## config.mk

```make
export PLATFORM = sky130hd
export DESIGN_NAME = reaction_ctrl
export DESIGN_NICKNAME = d
export VERILOG_FILES = /design/src/rtl/reaction_pkg.sv /design/src/rtl/reaction_ctrl_ms_tick.sv /design/src/rtl/reaction_ctrl.sv
export SDC_FILE = /design/constraint.sdc
export NUM_CORES = 1
export LEC_CHECK = 0
export CAP_MARGIN = 20
export CORE_UTILIZATION = 50
export CTS_CLUSTER_SIZE = 30
export DETAILED_ROUTE_END_ITERATION = 6
export PLACE_DENSITY = 0.71
export SYNTH_ARGS = -nofsm -noshare
export SYNTH_HDL_FRONTEND = slang
export SYNTH_HIERARCHICAL = 1
export SYNTH_SLANG_ARGS = --single-unit
```

## constraint.sdc

```tcl
create_clock -name clk -period 5.7 [get_ports clk]
set_input_delay 1.14 -clock clk [delete_from_list [all_inputs] [get_ports clk]]
set_output_delay 1.14 -clock clk [all_outputs]
set_load 0.05 [all_outputs]
```

## src/rtl/reaction_pkg.sv

```systemverilog
// rtl/reaction_pkg.sv - shared types and constants for the reaction-time game sequencer
package reaction_pkg;

  typedef enum logic [2:0] {
    IDLE,
    WAIT,
    GO,
    DONE,
    FOUL
  } state_t;

  localparam logic [15:0] LFSR_SEED = 16'hACE1;
  localparam int          RT_W      = 14;
  localparam logic [13:0] BEST_INIT = 14'h3FFF;

  // Fibonacci LFSR, taps 16,14,13,11
  function automatic logic [15:0] lfsr_next(input logic [15:0] s);
    return {s[14:0], s[15] ^ s[13] ^ s[12] ^ s[10]};
  endfunction

endpackage

```

## src/rtl/reaction_ctrl_ms_tick.sv

```systemverilog
// rtl/reaction_ctrl_ms_tick.sv - millisecond prescaler with synchronous clear
module ms_tick #(
  parameter int CLK_HZ = 12_000_000
) (
  input  logic clk,
  input  logic rst,
  input  logic i_clr,
  output logic o_tick
);

  localparam int DIV = CLK_HZ / 1000;
  localparam int W   = (DIV > 1) ? $clog2(DIV) : 1;
  localparam logic [W-1:0] TERM = W'(DIV - 1);

  logic [W-1:0] r_cnt;

  always_ff @(posedge clk or posedge rst) begin
    if (rst) begin
      r_cnt <= '0;
    end else if (i_clr || r_cnt == TERM) begin
      r_cnt <= '0;
    end else begin
      r_cnt <= r_cnt + 1'b1;
    end
  end

  assign o_tick = (r_cnt == TERM);

endmodule

```

## src/rtl/reaction_ctrl.sv

```systemverilog
// rtl/reaction_ctrl.sv - reaction-time game sequencer (delay, GO, timing, foul)
// Optional best-result register enabled by macro REACTION_BEST_EN.
module reaction_ctrl
  import reaction_pkg::*;
#(
  parameter int CLK_HZ     = 12_000_000,
  parameter int MIN_DLY_MS = 1000,
  parameter int RND_BITS   = 11,
  parameter int MAX_MS     = 9999
) (
  input  logic            clk,
  input  logic            rst,
  input  logic            btn_start,
  input  logic            btn_resp,
  output logic            led_go,
  output logic            led_foul,
  output logic            busy,
  output logic [RT_W-1:0] rt_ms,
  output logic            rt_valid,
  output logic [RT_W-1:0] best_ms
);

  localparam logic [15:0]     MIN_DLY = 16'(MIN_DLY_MS);
  localparam logic [RT_W-1:0] MAX_CNT = RT_W'(MAX_MS);

  state_t          r_state;
  state_t          w_next;
  logic            r_start_q;
  logic            r_resp_q;
  logic [15:0]     r_lfsr;
  logic [15:0]     r_dly;
  logic [RT_W-1:0] r_rt_cnt;
  logic [RT_W-1:0] r_rt_ms;
  logic            r_rt_valid;
  logic            w_start_rise;
  logic            w_resp_rise;
  logic            w_tick;
  logic            w_clr;

  assign w_start_rise = btn_start & ~r_start_q;
  assign w_resp_rise  = btn_resp & ~r_resp_q;

  ms_tick #(
    .CLK_HZ(CLK_HZ)
  ) u_ms_tick (
    .clk   (clk),
    .rst   (rst),
    .i_clr (w_clr),
    .o_tick(w_tick)
  );

  always_ff @(posedge clk or posedge rst) begin
    if (rst) begin
      r_state <= IDLE;
    end else begin
      r_state <= w_next;
    end
  end

  // A response in the expiry cycle is checked first so it counts as a foul.
  always_comb begin
    w_next = r_state;
    w_clr  = 1'b0;
    case (r_state)
      IDLE: if (w_start_rise) w_next = WAIT;
      WAIT: begin
        if (w_resp_rise) w_next = FOUL;
        else if (w_tick && r_dly == 16'd1) w_next = GO;
      end
      GO: begin
        if (w_resp_rise || r_rt_cnt == MAX_CNT) w_next = DONE;
      end
      DONE: if (w_start_rise) w_next = WAIT;
      FOUL: if (w_start_rise) w_next = WAIT;
      default: w_next = IDLE;
    endcase
    if (r_state != WAIT && w_next == WAIT) w_clr = 1'b1;
  end

  always_ff @(posedge clk or posedge rst) begin
    if (rst) begin
      r_start_q  <= 1'b1;
      r_resp_q   <= 1'b1;
      r_lfsr     <= LFSR_SEED;
      r_dly      <= '0;
      r_rt_cnt   <= '0;
      r_rt_ms    <= '0;
      r_rt_valid <= 1'b0;
    end else begin
      r_start_q  <= btn_start;
      r_resp_q   <= btn_resp;
      r_lfsr     <= lfsr_next(r_lfsr);
      r_rt_valid <= 1'b0;

      if (w_clr) begin
        r_dly <= MIN_DLY + 16'(r_lfsr[RND_BITS-1:0]);
      end else if (r_state == WAIT && w_tick) begin
        r_dly <= r_dly - 16'd1;
      end

      if (r_state == WAIT && w_next == GO) begin
        r_rt_cnt <= '0;
      end else if (r_state == GO && w_tick && r_rt_cnt != MAX_CNT) begin
        r_rt_cnt <= r_rt_cnt + 1'b1;
      end

      // Count before any same-cycle increment; equals MAX_CNT on timeout.
      if (r_state == GO && w_next == DONE) begin
        r_rt_ms    <= r_rt_cnt;
        r_rt_valid <= 1'b1;
      end
    end
  end

`ifdef REACTION_BEST_EN
  logic [RT_W-1:0] r_best;

  always_ff @(posedge clk or posedge rst) begin
    if (rst) begin
      r_best <= BEST_INIT;
    end else if (r_rt_valid && r_rt_ms != MAX_CNT && r_rt_ms < r_best) begin
      r_best <= r_rt_ms;
    end
  end

  assign best_ms = r_best;
`else
  assign best_ms = BEST_INIT;
`endif

  assign led_go   = (r_state == GO);
  assign led_foul = (r_state == FOUL);
  assign busy     = (r_state == WAIT) || (r_state == GO);
  assign rt_ms    = r_rt_ms;
  assign rt_valid = r_rt_valid;

endmodule

```

# == Word-level counts from Yosys, hierarchy flattened ==
# Cells that the tools add are included.
# totals
ff_bits,80
latch_bits,0
mem_bits_rw,0
romBits,0
input_bits,4
output_inout_bits,32
word_cells,58
memories,0
# classes
n_addsub,4
mul,0
div_mod_pow,0
n_lt_le_gt_ge,0
n_eq_ne,12
shifts,0
mux,12
bitwise,7
n_reduce_logical,14
# ops
cell,count
2-to-1 mux 14 bit,3
2-to-1 mux 16 bit,2
"adder 14 x 1 -> 14 bit, second input constant",2
"== test 14 bit, second input constant",2
"== test 16 x 1 -> 1 bit, second input constant",1
"subtractor 16 x 1 -> 16 bit, second input constant",1
"inequality test 14 bit, second input constant",1
"adder 10 x 11 -> 12 bit, first input constant",1
"== test 3 x 2 -> 1 bit, second input constant",4
2-to-1 mux 3 bit,4
one-hot mux 3 bit (3 select lines),1
logical AND 1 bit,7
"== test 3 x 1 -> 1 bit, second input constant",2
nonzero test 2 bit,2
"== test 3 bit, second input constant",1
zero test 3 bit,1
logical OR 1 bit,3
"inequality test 3 x 1 -> 1 bit, second input constant",1
OR reduction 3 bit,1
bitwise XOR 1 bit,3
bitwise AND 1 bit,2
2-to-1 mux 1 bit,2
NOT 1 bit,2

# == Logic depth before layout (Yosys ltp) ==
# logic_depth
depth_word,10
depth_mapped,9
depth_no_buf,8

# == Hierarchy ==
# The synthesis kept the hierarchy.
# by_module_without_submodules
module,n_inst,cells_per_inst,area_each_um2
reaction_ctrl,1,286,3133.0
ms_tick,1,72,738.2

# == Worst setup path after synthesis ==
# Ideal clock, no wire load.
# synth_path
kind,register -> output
start,register r_state[1]
end,output busy
t_arrival_ps,1398
t_required_ps,4560
path_slack_ps,3162
stages_incl_launch_ff,3
cell_sequence,dfrtp_1 nand2b_1 a21oi_1
# synth_between
elab_chain_cells,2
elab_cells_between_ends,3
classes_between,eq/ne: 2; reduce/logical: 1
# synth_lines
item,line_no,text
start: declaration,reaction_ctrl.sv:26,state_t r_state;
start signal: assignment,reaction_ctrl.sv:56,r_state <= w_next;
== test 3 x 1 -> 1 bit or == test 3 x 2 -> 1 bit (tied branches),reaction_ctrl.sv:133,assign busy = (r_state == WAIT) || (r_state == GO);
logical OR 1 bit *,reaction_ctrl.sv:133,
end: declaration,reaction_ctrl.sv:17,"output logic busy,"
# Mark *: on every way between the ends. The rest lies on a longest branch, timed or not.

# == Worst setup path in the final report ==
# layout_path
start,register r_state[2]
end,output led_go
# layout_between
elab_chain_cells,1
# layout_lines
item,line_no,text
== test 3 x 2 -> 1 bit,reaction_ctrl.sv:131,assign led_go = (r_state == GO);
end: declaration,reaction_ctrl.sv:15,"output logic led_go,"
# No other way between the ends.

==> impl_metrics.env <==
export IMPL_ioPinCount=36
export IMPL_grt_util_met1=0.237
export IMPL_worstSetupPathType="reg -> out"
export IMPL_crit_arrival_ps=2110
export IMPL_viasPerCell=5.23
export IMPL_end_kind="primary output"
export IMPL_synth_area_leader_cell="dfrtp_1"
export IMPL_yosys_warnings=6
export IMPL_post_cts_buffers=0
export IMPL_drt_iter0_markers=119
export IMPL_syn_cell_area_mm2=0.00387
export IMPL_grt_pass1_wl_mm=11.5
export IMPL_synthTopCellsByArea="dfrtp_1, dfstp_2, xnor2_1, xor2_1, mux2_2"
export IMPL_core_area_mm2=0.00737
export IMPL_hold_class="reg -> reg"
export IMPL_final_cell_mix="dfrtp_1, nor2_1, nand2_1"
export IMPL_place_gp_congestion=0.774
export IMPL_grt_use_total=0.179
export IMPL_grt_ovfl_total=0
export IMPL_cts_root_buf="clkbuf_8"
export IMPL_layout_commonest_cell="dfrtp_1"
export IMPL_grtUsageMet2=0.280
export IMPL_start_util=0.525
export IMPL_ctsHtreeMaxLevel=3
export IMPL_num_rows=31
export IMPL_design_power_total_mw=1.43
export IMPL_drv_cap=0
export IMPL_syn_instance_count=358
export IMPL_synth_edff_count=0
export IMPL_outcome="finished, final reports clean"
export IMPL_fin_crit_ps=3250
export IMPL_portBuffers=21
export IMPL_drt_total_wl_mm=6.44
export IMPL_ir_worst_vdd_mv=0.117
export IMPL_seq_area_frac_synth=0.520
export IMPL_yosys_register_bits=80
export IMPL_power_leakage_nw=1.83
export IMPL_die_area_mm2=0.00810
export IMPL_grt_pass1_vias=2538
export IMPL_nNetsFinal=390
export IMPL_fillers=662
export IMPL_synthFlopType="dfrtp_1"
export IMPL_rsz0062_at_grt="no"
export IMPL_synth_top_area_frac=0.452
export IMPL_regArea_mm2=0.00201
export IMPL_grt_max_degree=67
export IMPL_clock_skew_ps=11.1
export IMPL_clk_pin_slew_ps=70
export IMPL_period_share=0.570
export IMPL_drive_above_1_share=0.148
export IMPL_grt_busiest_layer="met2"
export IMPL_syn2layout_area_growth_pct=10.7
export IMPL_numCtsBuffers=9
export IMPL_max_freq_mhz=308
export IMPL_diodes=0
export IMPL_grtUsageMet3=0.0313
export IMPL_cts_path_max_buffers=2
export IMPL_dpl_hpwl_mm=4.43
export IMPL_ys_types=49
export IMPL_hold_viol_final=0
export IMPL_crit_path_max_fanout=9
export IMPL_die_y_um=90.0
export IMPL_grt_antenna_before_repair=0
export IMPL_dr_total_vias=2530
export IMPL_async_reset_ff_frac=1.00
export IMPL_postCtsHoldBufs=0
export IMPL_cts_tree="built"
export IMPL_tightest_slew_ps=934
export IMPL_finalMaxSlewViolations=0
export IMPL_drc=0
export IMPL_r2r_slack_ps=2850
export IMPL_die_width_um=90.0
export IMPL_ctsResizeCount=0
export IMPL_fin_setup_tns_ps=0
export IMPL_cts_sinks=80
export IMPL_setup_violations_final=0
export IMPL_multiInputGateArea_mm2=0.00166
export IMPL_power_density_mw_per_mm2=334
export IMPL_avgSynthCellArea_um2=10.8
export IMPL_slew_limit_headroom=0.377
export IMPL_cp_required_ps=4560
export IMPL_ant_nets=0
export IMPL_drt_pass1_iterations=4
export IMPL_clock_latency_ps=350
export IMPL_worstSetupStartpointType="flip-flop"
export IMPL_wire_per_inst_um=13.3
## flip-flops by register name, indices dropped and copies added, names as in the netlist
signal           cells
r_dly               16
r_state              3
r_rt_cnt            14
rt_ms               14
r_resp_q             1
rt_valid             1
r_lfsr              16
u_ms_tick/r_cnt     14
r_start_q            1
## stage by stage
step | utilization | hold WS (ps) | cells | cell area, µm² | setup slack [ps]
6_report | 0.582 | 357 | 484 | 4290 | 2450
5_1_grt | 0.582 | 373 | 484 | 4290 | 2300
4_1_cts | 0.582 | 361 | 484 | 4290 | 2440
3_5_place_dp | 0.551 | 343 | 468 | 4060 | 2220
3_3_place_gp | 0.551 | 339 | 468 | 4060 | 2280
2_1_floorplan | - | 333 | 371 | 3920 | 2920
## synth_stat cells, types with 2 or more instances
cell and n:
dfrtp_1 70, nor2_1 33, nand2_1 25, xnor2_1 22, xor2_1 22, nand3_1 18
buf_4 15, o21ai_0 14, mux2_2 12, nor2_2 11, dfstp_2 10, inv_1 10
nor3_1 10, a21oi_1 9, nand4_1 9, or3_1 7, and3_1 6, ha_1 6
buf_6 5, nand2b_1 4, nor4_1 4, nor4_2 3, and2_1 2, and4b_1 2
buf_2 2, clkbuf_1 2, mux2_1 2, nor2b_1 2
## layout make-up
| type | instances | share of cell area |
|---|---|---|
| timing repair buffer | 23 | 0.0525 |
| tap | 99 | 0.0289 |
| multi-input combinational | 256 | 0.388 |
| clock inverter | 3 | 0.0152 |
| inverter | 10 | 0.00876 |
| clock buffer | 13 | 0.0371 |
| sequential | 80 | 0.470 |
## critical path, cell delays in order (launching register included)
cell and delay, ps:
dfrtp_1 490, nor2b_1 250, nand2_1 160, inv_1 80, clkdlybuf4s50_1 790
## kinds of logic after synthesis
logic type / after synthesis / share of synthesized area
adders and majority gates: 6 / 0.0194
xor gates and xnor gates: 44 / 0.0995
DFF: 80 / 0.520
and+or+nand+nor: 147 / 0.209
AOI/OAI and AO/OA: 30 / 0.0440
muxes: 15 / 0.0433
buffers and inverters: 35 / 0.0630
other: 1 / 0.000969
## power breakdown
| part | total [mW] | switching, mW | internal (mW) |
|---|---|---|---|
| clock network | 0.463 | 0.192 | 0.270 |
| registers | 0.693 | 0.0683 | 0.625 |
| logic | 0.277 | 0.180 | 0.0970 |
## metal layers
layer | vias to the layer above | routed length, µm
met5 | - | 0
met4 | 0 | 119
met3 | 10 | 173
met2 | 36 | 3050
met1 | 1247 | 3100
li1 | 1237 | -
## path summary, 6_finish.rpt
path | startpoint | to | cells after the start
min reg2reg | r_lfsr[14] | r_lfsr[15] | 0
min | r_lfsr[14] | r_lfsr[15] | 0
min in group asynchronous | rst | u_ms_tick/r_cnt[8] | 2
max in group asynchronous | rst | rt_valid | 3
max | r_state[2] | led_go | 4
max reg2reg | u_ms_tick/r_cnt[5] | r_rt_cnt[9] | 7
Power figures use the tool's default switching activity.
